<file path="src/rtl/spi_ctrl_pkg.sv">
// Shared definitions for the SPI slave transaction controller.
//   stateT        : controller state encoding (3 bits)
//   SPI_WIDTH_DEF : default shift-register / data-word width
package spi_ctrl_pkg;

   localparam int unsigned SPI_WIDTH_DEF = 8;

   typedef enum logic [2:0] {
      IDLE         = 3'd0,
      GET_ADDR     = 3'd1,
      GOT_ADDR     = 3'd2,
      READ_LOAD    = 3'd3,
      READ_SEND    = 3'd4,
      WRITE_RECV   = 3'd5,
      WRITE_COMMIT = 3'd6,
      DONE         = 3'd7
   } stateT;

endpackage

</file>
<file path="src/rtl/spi_bit_counter.sv">
// Saturating bit counter for address/data phases.
//   clk     : system clock
//   resetN  : asynchronous active-low reset (count -> 0)
//   clr     : synchronous clear, priority over inc
//   inc     : increment enable; ignored once count == WIDTH
//   termCnt : high while count == WIDTH
module spi_bit_counter #(
   parameter int unsigned WIDTH = 8,
   parameter int unsigned CNT_W = $clog2(WIDTH + 1)
) (
   input  logic clk,
   input  logic resetN,
   input  logic clr,
   input  logic inc,
   output logic termCnt
);

   logic [CNT_W-1:0] count;

   assign termCnt = (count == CNT_W'(WIDTH));

   always_ff @(posedge clk or negedge resetN) begin
      if (!resetN) begin
         count <= '0;
      end else if (clr) begin
         count <= '0;
      end else if (inc && !termCnt) begin
         count <= count + CNT_W'(1);
      end
   end

endmodule

</file>
<file path="src/rtl/spi_transaction_fsm.sv">
// Sequencer for one SPI slave transaction: address phase, R/W decode,
// then either a read (load + shift out) or a write (shift in + commit).
//   clk         : system clock
//   resetN      : asynchronous active-low reset
//   csN         : conditioned chip select, active low
//   sclkPosEdge : one-clk pulse per SCLK rising edge
//   sclkNegEdge : one-clk pulse per SCLK falling edge
//   rwBit       : shift register bit 0 after the address phase (1 = read)
//   addrWE      : address latch enable pulse
//   srLoad      : shift register parallel-load pulse
//   dmWE        : data memory write enable pulse
//   misoBufE    : MISO tri-state enable
//   busy        : high outside IDLE
//   aborted     : registered pulse when csN rises mid-transaction
module spi_transaction_fsm
   import spi_ctrl_pkg::*;
#(
   parameter int unsigned WIDTH = SPI_WIDTH_DEF
) (
   input  logic clk,
   input  logic resetN,
   input  logic csN,
   input  logic sclkPosEdge,
   input  logic sclkNegEdge,
   input  logic rwBit,
   output logic addrWE,
   output logic srLoad,
   output logic dmWE,
   output logic misoBufE,
   output logic busy,
   output logic aborted
);

   localparam int unsigned CNT_W = $clog2(WIDTH + 1);

   stateT state;
   stateT stateNext;
   logic  cntClr;
   logic  cntInc;
   logic  cntTc;
   logic  abortNext;

   spi_bit_counter #(
      .WIDTH (WIDTH),
      .CNT_W (CNT_W)
   ) uBitCounter (
      .clk     (clk),
      .resetN  (resetN),
      .clr     (cntClr),
      .inc     (cntInc),
      .termCnt (cntTc)
   );

   always_ff @(posedge clk or negedge resetN) begin
      if (!resetN) begin
         state   <= IDLE;
         aborted <= 1'b0;
      end else begin
         state   <= stateNext;
         aborted <= abortNext;
      end
   end

   // Counting states leave one cycle after reaching terminal count, so the
   // counter holds WIDTH for that cycle and further pulses are dropped.
   always_comb begin
      stateNext = state;
      cntClr    = 1'b0;
      cntInc    = 1'b0;
      if (csN) begin
         stateNext = IDLE;
         cntClr    = 1'b1;
      end else begin
         case (state)
            IDLE: begin
               stateNext = GET_ADDR;
               cntClr    = 1'b1;
            end
            GET_ADDR: begin
               if (cntTc) stateNext = GOT_ADDR;
               else       cntInc    = sclkPosEdge;
            end
            GOT_ADDR: begin
               cntClr    = 1'b1;
               stateNext = rwBit ? READ_LOAD : WRITE_RECV;
            end
            READ_LOAD: stateNext = READ_SEND;
            READ_SEND: begin
               if (cntTc) stateNext = DONE;
               else       cntInc    = sclkNegEdge;
            end
            WRITE_RECV: begin
               if (cntTc) stateNext = WRITE_COMMIT;
               else       cntInc    = sclkPosEdge;
            end
            WRITE_COMMIT: stateNext = DONE;
            DONE:         stateNext = DONE;
            default:      stateNext = IDLE;
         endcase
      end
   end

   assign abortNext = csN && (state != IDLE) && (state != DONE);

   always_comb begin
      addrWE   = (state == GOT_ADDR);
      srLoad   = (state == READ_LOAD);
      dmWE     = (state == WRITE_COMMIT);
      misoBufE = (state == READ_SEND);
      busy     = (state != IDLE);
   end

endmodule

</file>
<file path="config.mk">
export PLATFORM = sky130hd
export DESIGN_NAME = spi_transaction_fsm
export DESIGN_NICKNAME = d
export VERILOG_FILES = /design/src/rtl/spi_ctrl_pkg.sv /design/src/rtl/spi_bit_counter.sv /design/src/rtl/spi_transaction_fsm.sv
export SDC_FILE = /design/constraint.sdc
export NUM_CORES = 1
export LEC_CHECK = 0
export ABC_AREA = 1
export CORE_AREA = 2 2 39 41
export CTS_BUF_LIST = sky130_fd_sc_hd__clkbuf_4 sky130_fd_sc_hd__clkbuf_8 sky130_fd_sc_hd__clkbuf_16
export DETAILED_ROUTE_END_ITERATION = 8
export DIE_AREA = 0 0 41 43
export GPL_TIMING_DRIVEN = 0
export SLEW_MARGIN = 20
export SYNTH_ARGS = -nofsm -noshare
export SYNTH_HDL_FRONTEND = slang
export SYNTH_HIERARCHICAL = 1
export SYNTH_SLANG_ARGS = --single-unit
</file>
<file path="constraint.sdc">
create_clock -name clk -period 2 [get_ports clk]
set_clock_uncertainty 0.2 [all_clocks]
set_input_delay 0.4 -clock clk [delete_from_list [all_inputs] [get_ports clk]]
set_output_delay 0.4 -clock clk [all_outputs]
set_load 0.02 [all_outputs]
</file>
==> Yosys cells after proc, flatten, opt, wreduce, memory -nomap -nowiden <==
Index checks and enable logic that the tools add are counted.
{ "classes": {"add_sub_neg": 1, "eq_ne": 12, "muxes": 14, "reduce_logical": 11} }
{ "op_table": {"columns": ["cell", "count"], "rows": [
  ["$pmux W3 S7", 1],
  ["$mux W3", 5],
  ["$eq A3 B3 Y1 const B", 4],
  ["$ne A3 B2 Y1 const B", 3],
  ["$mux W4", 2],
  ["$eq A3 B2 Y1 const B", 2],
  ["$reduce_or A2 Y1", 3],
  ["$mux W1", 5],
  ["$add A4 B1 Y4 const B", 1],
  ["$eq A4 B4 Y1 const B", 1],
  ["$eq A3 B1 Y1 const B", 1],
  ["$logic_and A1 B1 Y1", 3],
  ["$logic_not A3 Y1", 1],
  ["$ne A3 B3 Y1 const B", 1],
  ["$reduce_and A3 Y1", 1],
  ["$reduce_bool A3 Y1", 1],
  ["$pmux W1 S2", 1],
  ["$reduce_bool A2 Y1", 1],
  ["$logic_not A1 Y1", 1]
]} }
{ "word_totals": {"regBits": 8, "inputBits": 6, "out_inout_bits": 6, "wordCells": 41} }

==> Longest topological paths before layout <==
{ "depth": {"depth_word": 7, "ltp_mapped": 11, "ltp_nobuf": 11} }

==> Modules after synthesis <==
Netlist, hierarchy kept.
{ "modules_own_cells": {"columns": ["mod", "instances", "cells_per_inst", "area_each_um2", "seq_area_each_um2"], "rows": [
  ["spi_transaction_fsm", 1, 39, 256.5, 100.1],
  ["spi_bit_counter", 1, 29, 229.0, 100.1]
]} }

==> Worst setup path before layout <==
Ideal clock, no wire load.
{ "synth_timing": {"kind": "reg2reg", "start": "register uBitCounter.count[0]", "end": "register uBitCounter.count[3]", "setup_time_ps": 117, "t_arrival_ps": 1396, "required_time_ps": 1683, "slack_ps": 287, "stages_incl_launch_ff": 11, "path_buffers": 0, "period_less_slack_ps": 1713, "path_cell_list": "dfrtp_1 inv_1 ha_1 nand3b_1 inv_1 nor2_1 nand4_1 nand2_1 nand4_1 nor2_1 nor2_1"} }
{ "synth_between": {"elab_chain_len": 6, "elab_cells_between_ends": 11, "classes_between": "add/sub: 1; eq/ne: 1; mux: 6; reduce/logical: 3"} }
{ "synth_lines": {"columns": ["element", "line", "text"], "rows": [
  ["from (decl)", "spi_bit_counter.sv:18", "logic [CNT_W-1:0] count;"],
  ["from (signal assigned)", "spi_bit_counter.sv:28", "count <= count + CNT_W'(1);"],
  ["$eq A4 B4 Y1 *", "spi_bit_counter.sv:20", "assign termCnt = (count == CNT_W'(WIDTH));"],
  ["named net cntTc", "spi_transaction_fsm.sv:40", "logic cntTc;"],
  ["$mux W1, on equally long branches", "spi_transaction_fsm.sv:80, spi_transaction_fsm.sv:93, spi_transaction_fsm.sv:89", null],
  ["$pmux W1 S2 *", "spi_transaction_fsm.sv:74", "case (state)"],
  ["$mux W1 *", "spi_transaction_fsm.sv:70", "if (csN) begin"],
  ["named net cntInc", "spi_transaction_fsm.sv:39", "logic cntInc;"],
  ["$logic_and A1 B1 Y1 *", "spi_bit_counter.sv:27", "end else if (inc && !termCnt) begin"],
  ["$reduce_bool A2 Y1 (no source line) *", null, null]
]} }
Mark *: on every way through the listed nets, which the timed path passes. The rest lies on a longest branch. The select of a mux whose other input is x is not followed.
A chain may end at the register's enable or synchronous reset.

==> Worst setup path in the final report <==
{ "layout_timing": {"start": "register state[0]", "end": "output port busy"} }
{ "layout_between": {"elab_chain_len": 1} }
{ "layout_lines": {"columns": ["element", "line", "text"], "rows": [
  ["from (decl)", "spi_transaction_fsm.sv:36", "stateT state;"],
  ["from (signal assigned)", "spi_transaction_fsm.sv:59", "state <= stateNext;"],
  ["$reduce_bool A3 Y1", "spi_transaction_fsm.sv:110", "busy = (state != IDLE);"],
  ["to (decl)", "spi_transaction_fsm.sv:30", "output logic busy,"]
]} }
Every way passes these cells.

==> impl_metrics.env <==
export IMPL_status="finished clean"
export IMPL_cts_tree="done"
export IMPL_dieArea_um2=1760
export IMPL_die_w_um=41
export IMPL_totalWireLength_um=981
export IMPL_drt_initial_drc_count=2
export IMPL_firstDrtPassIters=2
export IMPL_synth_top_family_by_area="simple AND/OR/NAND/NOR gates"
export IMPL_htreeDepth=1
export IMPL_synth_edf_count=0
export IMPL_synth_xor_area_share_pct=0
export IMPL_ys_seq_elements=8
export IMPL_max_freq_mhz=530
export IMPL_muxShareOfSynthArea_pct=0
export IMPL_finalMaxSlewViolations=0
export IMPL_critPathMaxFanout=8
export IMPL_cap_violations=0
export IMPL_ant_nets=0
export IMPL_num_antenna_cells=0
export IMPL_crit_required_ns=1.40
export IMPL_grt_pass1_wl_um=1760
export IMPL_cellPowerDensity_nw_per_um2=1150
export IMPL_rsz0062_at_grt="true"
export IMPL_numPlacedInstances=95
export IMPL_finalNetCount=93
export IMPL_crit_path_end_kind="output port"
export IMPL_syn_nets=76
export IMPL_synth_cells=68
export IMPL_synth_cell_types=15
export IMPL_clk_path_buf_depth=2
export IMPL_synthSimpleGateAreaFrac_pct=38.4
export IMPL_port_buffers=11
export IMPL_core_area_um2=1380
export IMPL_cts_root_buffer="clkbuf_4"
export IMPL_clk_pin_slew_ns=0.06
export IMPL_synth_fa_ha_area_share_pct=5.15
export IMPL_ys_top_cells_by_area="dfrtp_1 41%, nand2_1 14%, inv_1 7.7%"
export IMPL_path_class="reg2out"
export IMPL_area_growth_pct=31.7
export IMPL_grt_max_degree=9
export IMPL_reg2reg_depth=11
export IMPL_antenna_found_initial=0
export IMPL_cp_start_kind="flop"
export IMPL_post_route_period_util_pct=94.4
export IMPL_p_leak_nw=0.352
export IMPL_wl_per_cell_um=9.91
export IMPL_finalSetupViolCount=0
export IMPL_via_per_inst=4.59
export IMPL_clk_latency_ns=0.25
export IMPL_num_vias=454
export IMPL_startpoint="state[0]"
export IMPL_fin_crit_ns=1.89
export IMPL_yosysTopAreaCellShare_pct=41.2
export IMPL_syn_area_um2=485
export IMPL_final_area_um2=639
export IMPL_tightest_slew_ns=0.379
export IMPL_grt_pass1_vias=427
export IMPL_maxSlewHeadroom_pct=74.6
export IMPL_async_flop_share_pct=100
export IMPL_synth_compound_area_share_pct=4.38
export IMPL_finalHoldViolCount=0
export IMPL_ioPinCount=12
export IMPL_avgSynthCellArea_um2=7.14
export IMPL_peakVddDrop_uv=488
export IMPL_initial_core_util_pct=35.1
export IMPL_timing_rr_start="uBitCounter/count[0]"
export IMPL_synth_top_cell_by_area="dfrtp_1"
export IMPL_instances_no_fill=99
export IMPL_utilization_pct=46.2
export IMPL_drive_gt1_share_pct=12.0
export IMPL_netlist_top_cells_count="18 x nand2_1, 10 x inv_1, 9 x nor2_1, 8 x dfrtp_1, 7 x nand3_1"
export IMPL_yosys_cell_count_top_type="nand2_1"
export IMPL_yosysSeqAreaShare_pct=41.2
export IMPL_yosysWarnings=6
export IMPL_grt_usage_pct=15.2
export IMPL_grt_ovfl_total=0
export IMPL_num_rows=14
export IMPL_hp_class="in2async"
export IMPL_clkSinkCount=8
export IMPL_die_h_um=43
export IMPL_cts_buffers=3
export IMPL_synth_flop_cell="dfrtp_1"
export IMPL_place_area_um2=616
export IMPL_gp_congestion=0.701
export IMPL_dp_hpwl_um=751
export IMPL_crit_arrival_ns=1.29
export IMPL_drc=0
[cells by family (layout without fill, tap and decap cells)]
family / after synthesis / in the layout
AND/OR/NAND/NOR: 42 / 42
flip-flops: 8 / 8
adder cells (fa/ha/maj): 2 / 2
AO/OA/AOI/OAI: 4 / 4
buffers and inverters: 12 / 27
[layout by cell type (no fill, tap or decap), drive strengths merged]
cell / instances
nand2: 18
inv: 11
nor2: 10
dfrtp: 8
nand3: 7
clkdlybuf4s50: 6
nand4: 5
dlygate4sd2: 4
clkbuf: 4
a21oi: 2
ha: 2
buf: 2
nor3: 1
o21ai: 1
nand3b: 1
a31oi: 1
[metrics by stage]
stage               hold WS [ns]  power, mW  worst slack [ns]  TNS (ns)
finish                     0.233      0.735             0.112         0
global route               0.243      0.815           -0.0123   -0.0123
CTS                        0.237      0.748            0.0730         0
detailed placement         0.342      0.640            0.0866         0
global placement           0.338      0.646            0.0555         0
floorplan                -0.0956      0.496             0.287         0
[state kept, by name, indices dropped and copies added, names as in the netlist]
register           count
aborted                1
state                  3
uBitCounter/count      4
[per-layer routing]
layer | track usage, % | share of wire (%) | up-vias | routed length (um)
li1 | - | - | 253 | -
met1 | 20.1 | 50 | 190 | 490
met2 | 20.0 | 44 | 11 | 427
met3 | 6.81 | 6.4 | 0 | 63
met4 | 8.00 | 0 | 0 | 0
met5 | 0 | 0 | - | 0
[final timing paths]
path	endpoint	slack, ns
worst max register to register	uBitCounter/count[3]	0.15
min in group clk	uBitCounter/count[2]	0.35
worst max-delay path	busy	0.11
max in group asynchronous	state[1]	1.07
worst min-delay path	uBitCounter/count[0]	0.23
worst min register to register	uBitCounter/count[2]	0.35
[area by class of cell]
cell class | instances | area (um^2)
plain buffers | 1 | 11.3
clock buffers | 3 | 22.5
fillers | 139 | 744
inverters | 11 | 41.3
multi-input cells | 48 | 235
flip-flops and latches | 8 | 201
well taps | 16 | 20.0
repair buffers | 12 | 108
[power breakdown]
group	total (mW)	leakage, nW	switching [mW]	internal (mW)
logic	0.371	0.232	0.228	0.143
clock network	0.121	0.0138	0.0524	0.0685
registers	0.243	0.107	0.0400	0.203
[worst max-delay path: stages, from the launching register on]
cell	delay [ns]
dfrtp_1	0.37
buf_6	0.13
nor2_2	0.13
nand2_1	0.08
dlygate4sd2_1	0.32
[timing repair]
item                                    CTS  global route
endpoints found under the setup margin    5             3
hold buffers                              0             0
gates resized for setup                   6             3
setup buffers                             0             1
(Power assumes the default switching activity.)
